File: config.mk
export PLATFORM = sky130hd
export DESIGN_NAME = fp_normalize
export DESIGN_NICKNAME = d
export VERILOG_FILES = /design/src/rtl/fp_pkg.sv /design/src/rtl/fp_normalize.sv
export SDC_FILE = /design/constraint.sdc
export NUM_CORES = 1
export LEC_CHECK = 0
export BUFFER_PORTS_ARGS = -buffer_cell sky130_fd_sc_hd__buf_2
export CAP_MARGIN = 0
export CORE_AREA = 2 2 140 114
export DETAILED_ROUTE_END_ITERATION = 6
export DIE_AREA = 0 0 142 116
export MAX_ROUTING_LAYER = met4
export REMOVE_ABC_BUFFERS = 1
export SLEW_MARGIN = 20
export SYNTH_ARGS = -nofsm -noshare
export SYNTH_HDL_FRONTEND = slang
export SYNTH_SLANG_ARGS = --single-unit
File: constraint.sdc
create_clock -name clock -period 5.15 [get_ports clock]
set_clock_uncertainty 0.2 [all_clocks]
set_input_delay 0.2575 -clock clock [delete_from_list [all_inputs] [get_ports clock]]
set_output_delay 0.2575 -clock clock [all_outputs]
set_load 0.005 [all_outputs]
File: src/rtl/fp_pkg.sv
// Shared floating-point constants and the normalizer state encoding.
// Used by both the adder stage and the normalizer.
package fp_pkg;

  localparam int EXP_W_DEF = 8;
  localparam int MAN_W_DEF = 23;
  localparam int EXP_BIAS  = 127;
  localparam int EXP_MAX   = 255;

  typedef enum logic [1:0] {
    ST_IDLE,
    ST_CHECK,
    ST_SHIFT,
    ST_DONE
  } norm_state_e;

  typedef struct packed {
    logic zero;
    logic overflow;
    logic underflow;
  } norm_flags_t;

endpackage

File: src/rtl/fp_normalize.sv
// Normalizes a raw adder sum into an IEEE-754 single; 2 cycles to ready, plus 1 per left shift.
// No backpressure: start is only taken in IDLE/DONE, and the result holds until the next accept.
module fp_normalize
  import fp_pkg::*;
#(
  parameter int EXP_W = EXP_W_DEF,
  parameter int MAN_W = MAN_W_DEF
) (
  input  logic             clock,
  input  logic             reset,
  input  logic             start,
  input  logic             sign_i,
  input  logic [EXP_W-1:0] exp_i,
  input  logic [MAN_W+1:0] mant_i,
  output logic             busy,
  output logic             ready,
  output logic [31:0]      data_o,
  output logic             zero_o,
  output logic             overflow_o,
  output logic             underflow_o
);

  localparam int SUM_W = MAN_W + 2;
  localparam int RES_W = 1 + EXP_W + MAN_W;
  localparam logic [EXP_W-1:0] EXP_ALL1 = EXP_W'(EXP_MAX);

  norm_state_e      state_q;
  logic             sign_q;
  logic [EXP_W-1:0] exp_q;
  logic [SUM_W-1:0] mant_q;
  logic [RES_W-1:0] res_q;
  norm_flags_t      flags_q;
  logic [RES_W-1:0] out_q;
  norm_flags_t      out_flags_q;
  logic             busy_q;
  logic             ready_q;

  logic [EXP_W-1:0] exp_inc_d;
  logic [EXP_W-1:0] exp_dec_d;
  logic [SUM_W-1:0] mant_shl_d;

  assign exp_inc_d  = exp_q + EXP_W'(1);
  assign exp_dec_d  = exp_q - EXP_W'(1);
  assign mant_shl_d = mant_q << 1;

  always_ff @(posedge clock or negedge reset) begin
    if (!reset) begin
      state_q     <= ST_IDLE;
      sign_q      <= 1'b0;
      exp_q       <= '0;
      mant_q      <= '0;
      res_q       <= '0;
      flags_q     <= '0;
      out_q       <= '0;
      out_flags_q <= '0;
      busy_q      <= 1'b0;
      ready_q     <= 1'b0;
    end else begin
      case (state_q)
        ST_IDLE, ST_DONE: begin
          if (start) begin
            sign_q  <= sign_i;
            exp_q   <= exp_i;
            mant_q  <= mant_i;
            res_q   <= '0;
            flags_q <= '0;
            busy_q  <= 1'b1;
            state_q <= ST_CHECK;
          end
        end
        ST_CHECK: begin
          busy_q  <= 1'b0;
          state_q <= ST_DONE;
          if (exp_q == EXP_ALL1) begin
            res_q <= {sign_q, exp_q, mant_q[MAN_W-1:0]};
          end else if (mant_q == '0) begin
            flags_q.zero <= 1'b1;
          end else if (exp_q == '0) begin
            res_q             <= {sign_q, {(RES_W-1){1'b0}}};
            flags_q.underflow <= 1'b1;
          end else if (mant_q[MAN_W+1]) begin
            if (exp_inc_d == EXP_ALL1) begin
              res_q            <= {sign_q, EXP_ALL1, {MAN_W{1'b0}}};
              flags_q.overflow <= 1'b1;
            end else begin
              res_q <= {sign_q, exp_inc_d, mant_q[MAN_W:1]};
            end
          end else if (mant_q[MAN_W]) begin
            res_q <= {sign_q, exp_q, mant_q[MAN_W-1:0]};
          end else begin
            busy_q  <= 1'b1;
            state_q <= ST_SHIFT;
          end
        end
        ST_SHIFT: begin
          mant_q <= mant_shl_d;
          exp_q  <= exp_dec_d;
          // Reaching exponent 0 wins over normalizing on the same step: no denormals.
          if (exp_dec_d == '0) begin
            res_q             <= {sign_q, {(RES_W-1){1'b0}}};
            flags_q.underflow <= 1'b1;
            busy_q            <= 1'b0;
            state_q           <= ST_DONE;
          end else if (mant_shl_d[MAN_W]) begin
            res_q   <= {sign_q, exp_dec_d, mant_shl_d[MAN_W-1:0]};
            busy_q  <= 1'b0;
            state_q <= ST_DONE;
          end
        end
        default: state_q <= ST_IDLE;
      endcase

      // Output stage lags DONE entry by one edge and is zeroed on the accepting edge.
      if (state_q == ST_DONE && !start) begin
        ready_q     <= 1'b1;
        out_q       <= res_q;
        out_flags_q <= flags_q;
      end else begin
        ready_q     <= 1'b0;
        out_q       <= '0;
        out_flags_q <= '0;
      end
    end
  end

  assign busy        = busy_q;
  assign ready       = ready_q;
  assign data_o      = 32'(out_q);
  assign zero_o      = out_flags_q.zero;
  assign overflow_o  = out_flags_q.overflow;
  assign underflow_o = out_flags_q.underflow;

endmodule

# After elaboration in Yosys (flattened, before gate mapping)
# Cells that the tools add are included.
totals:
  wordCells: 95
  n_memories: 0
  latch_bits: 0
  regBits: 108
  output_inout_bits: 37
  ramBits: 0
  romBits: 0
  input_bits: 37
classes:
  mux: 46
  div: 0
  shifts: 0
  bitwise_logic: 0
  n_eq_ne: 17
  reduce_logical: 16
  multipliers: 0
  n_addsub: 2
  n_lt_le_gt_ge: 0
ops:
  columns: ["op", "count"]
  rows:
  - ["two-way mux 32 bit", 9]
  - ["one-hot mux 32 bit (3 select lines)", 1]
  - ["one-hot mux 25 bit (2 select lines)", 1]
  - ["two-way mux 31 bit", 1]
  - ["zero test 25 bit", 1]
  - ["two-way mux 25 bit", 1]
  - ["two-way mux 1 bit", 20]
  - ["inequality test 2 bit, second input constant", 9]
  - ["equality test 8 bit, second input constant", 2]
  - ["zero test 8 bit", 2]
  - ["one-hot mux 8 bit (2 select lines)", 1]
  - ["two-way mux 3 bit", 3]
  - ["adder 8 x 1 -> 8 bit, second input constant", 1]
  - ["two-way mux 2 bit", 4]
  - ["two-way mux 8 bit", 1]
  - ["AND reduction 4 bit", 2]
  - ["subtractor 8 x 1 -> 8 bit, second input constant", 1]
  - ["AND reduction 7 bit", 1]
  - ["inequality test 3 bit, second input constant", 2]
  - ["one-hot mux 1 bit (3 select lines)", 2]
  - ["one-hot mux 2 bit (3 select lines)", 1]
  - ["AND reduction 2 bit", 3]
  - ["inequality test 5 bit, second input constant", 1]
  - ["AND reduction 5 bit", 1]
  - ["8 further kinds", 10]

# Logic depth before layout (Yosys ltp)
# Gate-level depths: netlist (run 1).
logic_depth:
  depth_word: 8
  ltp_mapped: 9

# Worst setup path after synthesis (run 1)
# OpenSTA, ideal clock, no wires.
synth_timing:
  kind: "register -> register"
  startpoint: "reg exp_q[1]"
  endpoint: "reg res_q[1]"
  stages_incl_launch_ff: 10
  arrival_ns: 2.274
  slack_ns: 2.547
  cell_sequence: "dfrtp_1 > inv_1 > ha_1 > or3b_2 > nor4_1 > a211oi_1 > a21oi_1 > nand2_1 > clkbuf_1 > o2bb2ai_1"
synth_between:
  elab_chain_len: 8
  word_cells_on_any_way: 17
  classes_between: "add/sub: 2; eq/ne: 5; mux: 7; reduce/logical: 3"
synth_lines:
  columns: ["item", "line_no", "text"]
  rows:
  - ["from (decl)", "fp_normalize.sv:29", "logic [EXP_W-1:0] exp_q;"]
  - ["from (signal assigned)", "fp_normalize.sv:63", "exp_q <= exp_i;"]
  - ["from (signal assigned)", "fp_normalize.sv:97", "exp_q <= exp_dec_d;"]
  - ["adder 8 x 1 -> 8 bit", "fp_normalize.sv:42", "assign exp_inc_d = exp_q + EXP_W'(1);"]
  - ["equality test 8 bit", "fp_normalize.sv:82", "if (exp_inc_d == EXP_ALL1) begin"]
  - ["two-way mux 31 bit", "fp_normalize.sv:82", null]
  - ["two-way mux 32 bit", "fp_normalize.sv:81", "end else if (mant_q[MAN_W+1]) begin"]
  - ["two-way mux 32 bit", "fp_normalize.sv:78", "end else if (exp_q == '0) begin"]
  - ["two-way mux 32 bit", "fp_normalize.sv:76", "end else if (mant_q == '0) begin"]
  - ["two-way mux 32 bit", "fp_normalize.sv:74", "if (exp_q == EXP_ALL1) begin"]
  - ["one-hot mux 32 bit (3 select lines)", "fp_normalize.sv:59", "case (state_q)"]
  - ["to (signal assigned)", "fp_normalize.sv:75", "res_q <= {sign_q, exp_q, mant_q[MAN_W-1:0]};"]
  - ["to (signal assigned)", "fp_normalize.sv:79", "res_q <= {sign_q, {(RES_W-1){1'b0}}};"]
  - ["to (signal assigned)", "fp_normalize.sv:83", "res_q <= {sign_q, EXP_ALL1, {MAN_W{1'b0}}};"]
  - ["to (decl)", "fp_normalize.sv:31", "logic [RES_W-1:0] res_q;"]
# Several ways; a longest one is shown, not always the timed one. The select of a mux whose other input is x is not followed.
# A chain may end at the register's enable or synchronous reset.

# Worst setup path after layout (run 1)
layout_timing:
  startpoint: "reg exp_q[1]"
  endpoint: "reg res_q[24]"
# Same word-level chain as after synthesis.

==> flow_summary.json, run 1 <==
{
  "firstDrtPassIters": 6,
  "wl_per_cell_um": 18.0,
  "whs_ps": 10.5,
  "synth_top_family_by_area": "compound AO/OA/AOI/OAI gates",
  "cts_buffer_depth": 2,
  "io_pins": 74,
  "ys_top_cells_by_area": "dfrtp_1, mux2i_1, o2bb2ai_1, and2_1, a222oi_1",
  "finalSetupTns_ps": 0,
  "via_per_inst": 5.52,
  "worst_slack_ps": 1760,
  "synth-edff-count": 0,
  "yosysSeqAreaShare_pct": 52.1,
  "relSlewSlack_pct": 42.5,
  "dieArea_sq_um": 16500,
  "endpoint_kind": "flop",
  "hpwlAfterDp_mm": 9.09,
  "syn_area_per_cell_sq_um": 10.7,
  "maxSlewViolCount": 0,
  "ir_worst_vdd_uv": 303,
  "hold_path_class": "input pin to flop",
  "final_nets": 593,
  "area_delta_synth_final_pct": 17.2,
  "synth_top_area_cell": "dfrtp_1",
  "ant_nets": 0,
  "run_status": "finished clean",
  "post-route-period-util_pct": 65.9,
  "start_util_pct": 34.7,
  "fp.dieH_um": 116,
  "drive_gt1_share_pct": 20.4,
  "n_fill_cell": 1442,
  "power.leakage_nw": 2.74,
  "port_buffers": 73,
  "drt_iter0_drc": 478,
  "critical_path.cell_chain": "inv_1, ha_1, or3b_2, nor4_1, a211oi_1, a21oi_1, nand2_1, buf_4, o2bb2ai_1",
  "grt_pass1_vias": 3994,
  "max_freq_ghz": 0.295,
  "synth-compound-area-share_pct": 20.6,
  "cpMaxStageDelayCell": "dfrtp_1",
  "crit_family": "simple AND/OR/NAND/NOR gates",
  "fp-row-count": 40,
  "power_density_nw_per_um2": 623,
  "cts-hold-fix-buffers": 10,
  "grt.total_usage_pct": 17.4,
  "dp_slack_ps": 1810,
  "synth_top_cell_area_share_pct": 52.1,
  "maxCapViolations": 0,
  "yosys_most_used_dff": "dfrtp_1",
  "synthCells": 483,
  "cp.arrival_ps": 3400,
  "clkSinkCount": 108,
  "setup_viol": 0,
  "gp_congestion": 0.917,
  "clkSlewWorstSetupHoldPaths_ps": 70,
  "grt_pass1_wl_mm": 21.6,
  "hold_viol_final": 0,
  "synth_fa_ha_area_share_pct": 1.93,
  "antenna_found_initial": 0,
  "worst_slew_pin_slew_ps": 862,
  "overflow": 0,
  "n_antenna_cell": 0,
  "yosysWarnings": 0,
  "htree_levels": 3,
  "yosysUniqueCellTypes": 58,
  "startpoint_type": "flop",
  "cp.required_ps": 5150,
  "worstPathMaxFanout": 20,
  "postCtsResizedCells": 0,
  "numCtsBuffers": 9,
  "netlist_area_sq_um": 5190,
  "rsz0062_at_grt": "false",
  "synthSimpleGateAreaFrac_pct": 13.9,
  "ys_async_sr_fraction_pct": 100,
  "crit_path_max_incr_delay_ps": 480,
  "grt_max_degree": 71,
  "routed_wl_mm": 13.3,
  "insertion_delay_ps": 360,
  "die_w_um": 142,
  "synth-xor-area-share_pct": 1.35,
  "path_buf_inv": 2,
  "cts_tree": "yes",
  "ys_seq_elements": 108,
  "post-route-min-period_ps": 3390,
  "synth_mux_area_share_pct": 5.66,
  "fp.coreArea_sq_um": 15000,
  "postCtsSetupRepairBufs": 0,
  "cts_root_buf": "clkbuf_16",
  "num_vias": 4099,
  "crit_type": "flop to flop",
  "drc": 0
}
[worst paths after layout]
kind	to	slack, ps	startpoint	depth (start not counted)
setup / recovery	res_q[24]	1760	exp_q[1]	9
hold / removal	mant_q[8]	10	mant_i[8]	3
setup reg to reg	res_q[24]	1760	exp_q[1]	9
hold reg to reg	res_q[9]	290	res_q[9]	1
max in group asynchronous	mant_q[1]	3300	reset	3
min in group asynchronous	exp_q[2]	200	reset	2
[final cells by class]
type	instances	area, sq um	area share [%]
clock inverters	5	33.8	0.555
clock buffers	11	253	4.16
well taps	189	236	3.89
inverters	14	52.6	0.864
repair buffers	91	528	8.68
flip-flops and latches	108	2700	44.4
multi-input cells	324	2280	37.4
[power by group]
part	leakage, nW	internal (mW)	total (mW)	switching (mW)
registers	1.38	1.12	1.47	0.348
logic	1.22	0.655	1.65	0.996
clock network	0.138	0.355	0.667	0.313
[metrics by stage]
stage	power [mW]	area, sq um	util [%]	cells
after floorplan	2.55	5010	-	446
after global placement	3.07	5700	38.1	716
after detailed placement	3.11	5700	38.1	716
after CTS	3.81	6080	40.6	742
after global routing	4.07	6080	40.6	742
final	3.79	6080	40.6	742
[cells in the mapped netlist (3+ instances only)]
master,instances
or3_1,4
and3_1,4
nand3_1,11
and2_1,36
buf_6,5
a222oi_1,22
a21oi_1,43
dfrtp_1,108
mux2i_1,26
xnor2_1,6
nor4_1,6
clkbuf_1,26
nor2_1,34
buf_2,4
o41ai_1,3
nand2_1,21
mux2_2,3
o21ai_0,19
nor3_1,4
nand4_1,3
inv_1,14
ha_1,8
o2bb2ai_1,28
[worst reg2reg max path: cells and delay by family, from the launching register on]
kind | cells | cell delay [ps]
flip-flops | 1 | 480
buffers and inverters | 2 | 500
AO/OA/AOI/OAI | 3 | 660
adder cells (fa/ha/maj) | 1 | 150
AND/OR/NAND/NOR | 3 | 1230
[cells by family (layout without fill, tap and decap cells)]
family,after synthesis,count (layout)
mux,29,29
compound gates,143,143
flops,108,108
xor+xnor,8,8
simple gates,136,136
fa+ha+maj,8,8
buf+inv,51,121
[metal layers]
metal	vias up	part of all wire, %	GRT usage, %
met5	-	0	-
met4	0	2.2	5.80
met3	24	5.5	3.60
met2	165	44	25.5
met1	1994	48	24.2
li1	1916	-	-
[cell usage in the layout (no fill, tap or decap), types with 2 or more instances in the layout]
master         Yosys  layout
and3_1             4       4
or3_1              4       4
xor2_1             2       2
nand4_1            3       3
clkinvlp_4         0       2
a211o_1            2       2
o41ai_1            3       3
nand3_1           11      11
nor2_1            34      34
o2bb2ai_2          2       2
inv_1             14      14
nor4_1             6       6
o2bb2ai_1         28      28
dlygate4sd3_1      0      10
clkbuf_8           0       2
a211oi_1           2       2
xnor2_1            6       6
nand2_1           21      21
and2_1            36      36
clkbuf_16          0       9
clkinv_2           0       2
nor3_1             4       4
a222oi_1          22      22
mux2_2             3       3
o21ai_0           19      19
buf_2              4      72
nand2b_1           2       2
a22oi_1            2       2
a32oi_1            2       2
buf_4              0       9
mux2i_1           26      26
a21oi_1           43      43
a221oi_1           2       2
ha_1               8       7
dfrtp_1          108     108
[sequential cells by signal, summed over array words and instances (netlist names), 2 cells and up]
register	count
exp_q	8
mant_q	25
flags_q	3
data_o	32
state_q	2
res_q	32
Note: power is estimated with default switching activity, not from simulation.
==> inputs of run 2 (changes only) <==
==> constraint.sdc (replaced) <==
create_clock -name clock -period 3.1 [get_ports clock]
set_clock_uncertainty 0.2 [all_clocks]
set_input_delay 0.155 -clock clock [delete_from_list [all_inputs] [get_ports clock]]
set_output_delay 0.155 -clock clock [all_outputs]
set_load 0.005 [all_outputs]
==> run 2 against run 1 <==
Die area unchanged. Non-clock buffer count increased by 44. Utilization increased by 3.2 points. Cell count increased by 5.7%. Register-to-register slack got worse by 1700 ps. Sequential share of layout area decreased by 3.2 points. Critical path type unchanged. Critical endpoint is now res_q[23]. Largest cell class unchanged. Largest power group unchanged.
==> flow_summary.json, run 2 (synthesis results as in run 1) <==
{
  "post-route-util_pct": 43.9,
  "firstDrtPassIters": 7,
  "finalSetupTns_ps": 0,
  "crit_path_max_incr_delay_ps": 630,
  "endpoint_kind": "flop",
  "final_nets": 637,
  "power_density_nw_per_um2": 1030,
  "io_pins": 74,
  "grt_pass1_vias": 4000,
  "n_antenna_cell": 0,
  "post-route-min-period_ps": 3000,
  "final_area_sq_um": 6560,
  "run_status": "finished clean",
  "max_freq_ghz": 0.333,
  "fp.coreArea_sq_um": 15000,
  "numCtsBuffers": 9,
  "rsz0062_at_grt": "false",
  "dp_cells": 733,
  "htree_levels": 3,
  "grt_max_degree": 68,
  "met3_length_um": 728,
  "overflow": 0,
  "fp.dieH_um": 116,
  "drc": 0,
  "ant_nets": 0,
  "n_fill_cell": 1407,
  "maxCapViolations": 0,
  "regToRegSetupSlack_ps": 100,
  "r2r_end": "res_q[23]",
  "r2r_cells": 6,
  "multi_input_area_sq_um": 2280,
  "ir_worst_vdd_uv": 420,
  "critical_path.cell_chain": "or4_4, o41a_1, a2bb2o_4, a211o_1, a21oi_1, a22o_1",
  "final_common_cell": "dfrtp_1",
  "crit_type": "flop to flop",
  "stdcell_count": 784,
  "r2r-start": "exp_q[3]",
  "routed_wl_mm": 14.2,
  "antenna_found_initial": 0,
  "gp_congestion": 0.893,
  "hpwlAfterDp_mm": 9.56,
  "drt_iter0_drc": 407,
  "routed.top_layer": "met4",
  "cts_root_buf": "clkbuf_16",
  "area_delta_synth_final_pct": 26.4,
  "hold_path_class": "input pin to async pin",
  "setup_viol": 0,
  "maxSlewViolCount": 0,
  "wl_met2_mm": 6.14,
  "relSlewSlack_pct": 46.8,
  "placed_area_sq_um": 5870,
  "post-route-period-util_pct": 96.9,
  "clkSlewWorstSetupHoldPaths_ps": 70,
  "die_w_um": 142,
  "startpoint_type": "flop",
  "port_buffers": 73,
  "clkSinkCount": 108,
  "fp-row-count": 40,
  "cts_tree": "yes",
  "wl_per_cell_um": 18.1,
  "dieArea_sq_um": 16500,
  "insertion_delay_ps": 350,
  "grt.total_usage_pct": 18.5,
  "grt_pass1_wl_mm": 22.8,
  "worstPathMaxFanout": 11,
  "postCtsSetupRepairBufs": 0,
  "hold_viol_final": 0,
  "cp.arrival_ps": 3090,
  "cts_buffer_depth": 2,
  "power.leakage_nw": 2.96,
  "ff_latch_area_sq_um": 2700,
  "via_per_inst": 5.42,
  "cpMaxStageDelayCell": "or4_4",
  "cp.required_ps": 3190,
  "start_util_pct": 34.7,
  "final_cell_mix": "dfrtp_1, buf_2, a21oi_1",
  "drive_gt1_share_pct": 22.0,
  "num_vias": 4249,
  "worst_slew_pin_slew_ps": 787,
  "wl_met1_mm": 7.19
}
-- run 2: cell type report --
cell class	instances	area share [%]
inverter	14	0.801
tap	189	3.60
clock buffer	12	3.91
timing repair buffer	135	15.1
clock inverter	2	0.534
multi-input combinational	324	34.8
sequential	108	41.2
-- run 2: worst max-delay path, delay by kind of cell (launching register included) --
family	cells	cell delay, ps
flip-flops	1	540
AND/OR/NAND/NOR	1	630
AO/OA/AOI/OAI	5	1560
-- run 2: where the power goes --
part	leakage [nW]	internal (mW)	switching, mW
combinational	1.44	1.39	1.88
clock	0.145	0.661	0.493
sequential	1.38	1.86	0.494
-- run 2: worst max-delay path by stage --
stage | start | endpoint | slack [ps] | cells after the start
CTS | exp_q[0] | res_q[15] | 120 | 8
global placement | exp_q[0] | res_q[23] | 90 | 8
global route | exp_q[3] | res_q[0] | 9 | 6
finish | exp_q[3] | res_q[23] | 100 | 6
detailed placement | exp_q[0] | res_q[30] | -7 | 8
floorplan | state_q[0] | exp_q[2] | -1690 | 6
-- run 2: what timing repair did --
item,4_1_cts,5_1_grt
hold endpoints to repair,76,0
hold buffers,36,0
endpoints found under the setup margin,19,30
resized for setup,1,2
-- run 2: metal layers --
metal	GRT usage [%]	up-vias
li1	-	2008
met3	3.51	13
met1	27.7	2082
met2	25.6	146
met4	4.80	0
met5	-	-
-- run 2: metrics by stage --
stage / setup WS [ps] / total power [mW] / hold slack, ps
after floorplan: -1690 / 4.24 / -341
after global placement: 94.5 / 5.45 / -10.0
after detailed placement: -6.99 / 5.51 / -2.76
after CTS: 124 / 6.73 / 160
after global routing: 9.37 / 7.26 / 202
final: 97.0 / 6.78 / 142
==> inputs of run 3 (changes only) <==
--- a/config.mk
+++ b/config.mk
@@ -7,10 +7,13 @@
 export LEC_CHECK = 0
 export BUFFER_PORTS_ARGS = -buffer_cell sky130_fd_sc_hd__buf_2
 export CAP_MARGIN = 0
+export CELL_PAD_IN_SITES_DETAIL_PLACEMENT = 1
+export CELL_PAD_IN_SITES_GLOBAL_PLACEMENT = 1
 export CORE_AREA = 2 2 140 114
 export DETAILED_ROUTE_END_ITERATION = 6
 export DIE_AREA = 0 0 142 116
 export MAX_ROUTING_LAYER = met4
+export PLACE_DENSITY_LB_ADDON = 0.1
 export REMOVE_ABC_BUFFERS = 1
 export SLEW_MARGIN = 20
 export SYNTH_ARGS = -nofsm -noshare
==> run 3 against run 2 <==
The flow now finishes with violations (DRC). Clock-buffer cell count down 1. Non-clock buffer count unchanged. Critical endpoint is now res_q[14]. Combinational power is essentially flat. Global-route usage rose by 1.9 points. Hold slack got worse by 110 ps. Cell count grew 0.26%.
==> flow_summary.json, run 3 (synthesis results as in run 1) <==
{
  "final_nets": 637,
  "setup_viol": 0,
  "worstPathMaxFanout": 21,
  "drive_gt1_share_pct": 22.1,
  "post-route-min-period_ps": 2850,
  "via_per_inst": 5.46,
  "fp.coreArea_sq_um": 15000,
  "final_cell_mix": "dfrtp_1, buf_2, a21oi_1",
  "met3_length_um": 551,
  "num_vias": 4293,
  "r2r-start": "exp_q[0]",
  "startpoint_type": "flop",
  "routed.top_layer": "met4",
  "port_buffers": 73,
  "power.leakage_nw": 2.95,
  "cts_root_buf": "clkbuf_16",
  "postCtsSetupRepairBufs": 0,
  "wl_per_cell_um": 19.6,
  "max_freq_ghz": 0.351,
  "antenna_found_initial": 0,
  "htree_levels": 3,
  "fp-row-count": 40,
  "relSlewSlack_pct": 32.5,
  "r2r_end": "res_q[14]",
  "min_from": "start",
  "hold_path_class": "input pin to flop",
  "post-route-period-util_pct": 91.9,
  "gp_congestion": 0.855,
  "hpwlAfterDp_mm": 10.3,
  "hold_viol_final": 0,
  "run_status": "finished, violations left",
  "maxCapViolations": 0,
  "violations": "DRC",
  "routed_wl_mm": 15.4,
  "firstDrtPassIters": 7,
  "multi_input_area_sq_um": 2280,
  "dp_slack_ps": 174,
  "grt_max_degree": 49,
  "hold_depth": 3,
  "cts_buffer_depth": 2,
  "worst_slack_ps": 250,
  "n_antenna_cell": 0,
  "r2r_cells": 8,
  "grt_pass1_vias": 4364,
  "maxSlewViolCount": 0,
  "worstHoldEndpoint": "flags_q[2]",
  "power_density_nw_per_um2": 1040,
  "endpoint_kind": "flop",
  "n_fill_cell": 1664,
  "worst_slew_pin_slew_ps": 1010,
  "final_common_cell": "dfrtp_1",
  "grt_pass1_wl_mm": 25.0,
  "cp.arrival_ps": 2880,
  "cts_tree": "yes",
  "dieArea_sq_um": 16500,
  "fp.dieH_um": 116,
  "drc": 15,
  "start_util_pct": 34.7,
  "ant_nets": 0,
  "io_pins": 74,
  "drt_iter0_drc": 291,
  "grt.total_usage_pct": 20.4,
  "wl_met2_mm": 6.68,
  "cp.required_ps": 3130,
  "ir_worst_vdd_uv": 428,
  "wl_met1_mm": 7.96,
  "insertion_delay_ps": 360,
  "ff_latch_area_sq_um": 2700,
  "rsz0062_at_grt": "false",
  "overflow": 0,
  "area_delta_synth_final_pct": 25.8,
  "die_w_um": 142,
  "regToRegSetupSlack_ps": 250,
  "clkSlewWorstSetupHoldPaths_ps": 80,
  "clkSinkCount": 108,
  "numCtsBuffers": 9,
  "crit_type": "flop to flop",
  "total_power_mw": 6.79
}
==> run 3: repair_timing <==
action / in CTS / in global routing
endpoints found under the setup margin: 0 / 22
endpoints found under the hold margin: 69 / 0
hold buffers: 35 / 0
resized for setup: 0 / 1
==> run 3: metal layers <==
layer | track usage, % | up-vias
met1 | 29.9 | 2185
met4 | 4.73 | 0
met5 | - | -
met3 | 3.64 | 11
met2 | 29.3 | 91
li1 | - | 2006
==> run 3: metrics by stage <==
| step | std cells | area [sq um] | hold WS [ps] | utilization, % | setup TNS (ps) |
|---|---|---|---|---|---|
| 5_1_grt | 786 | 6530 | 59.8 | 43.6 | 0 |
| 3_5_place_dp | 735 | 5880 | -21.3 | 39.3 | 0 |
| 6_report | 786 | 6530 | 35.6 | 43.6 | 0 |
| 3_3_place_gp | 735 | 5880 | -24.8 | 39.3 | 0 |
| 4_1_cts | 786 | 6530 | 16.5 | 43.6 | 0 |
| 2_1_floorplan | 446 | 5010 | -341 | - | -74190 |
==> run 3: where the power goes <==
part	switching [mW]	internal, mW
clock	0.546	0.651
combinational	1.96	1.31
sequential	0.470	1.86
==> run 3: layout make-up <==
| type | count | share of cell area, % |
|---|---|---|
| inverters | 14 | 0.805 |
| well taps | 189 | 3.62 |
| multi-input cells | 324 | 34.9 |
| clock inverters | 5 | 0.901 |
| repair buffers | 135 | 14.7 |
| clock buffers | 11 | 3.72 |
| flip-flops and latches | 108 | 41.4 |
==> run 3: worst max path at each step <==
stage	from	end	slack, ps	cells past startpoint
finish	exp_q[0]	res_q[14]	250	8
global route	exp_q[1]	res_q[21]	20	9
CTS	exp_q[0]	res_q[9]	180	8
detailed placement	exp_q[0]	res_q[9]	170	8
global placement	exp_q[0]	res_q[14]	240	8
floorplan	state_q[0]	exp_q[2]	-1690	6
==> run 3: worst max-delay path: stages, from the launching register on <==
cell       delay (ps)
dfrtp_2           450
ha_1              210
or3b_2            450
nor4_1            360
a211oi_1          200
a21oi_1           250
nand2_1           180
buf_4             260
o2bb2ai_1         160
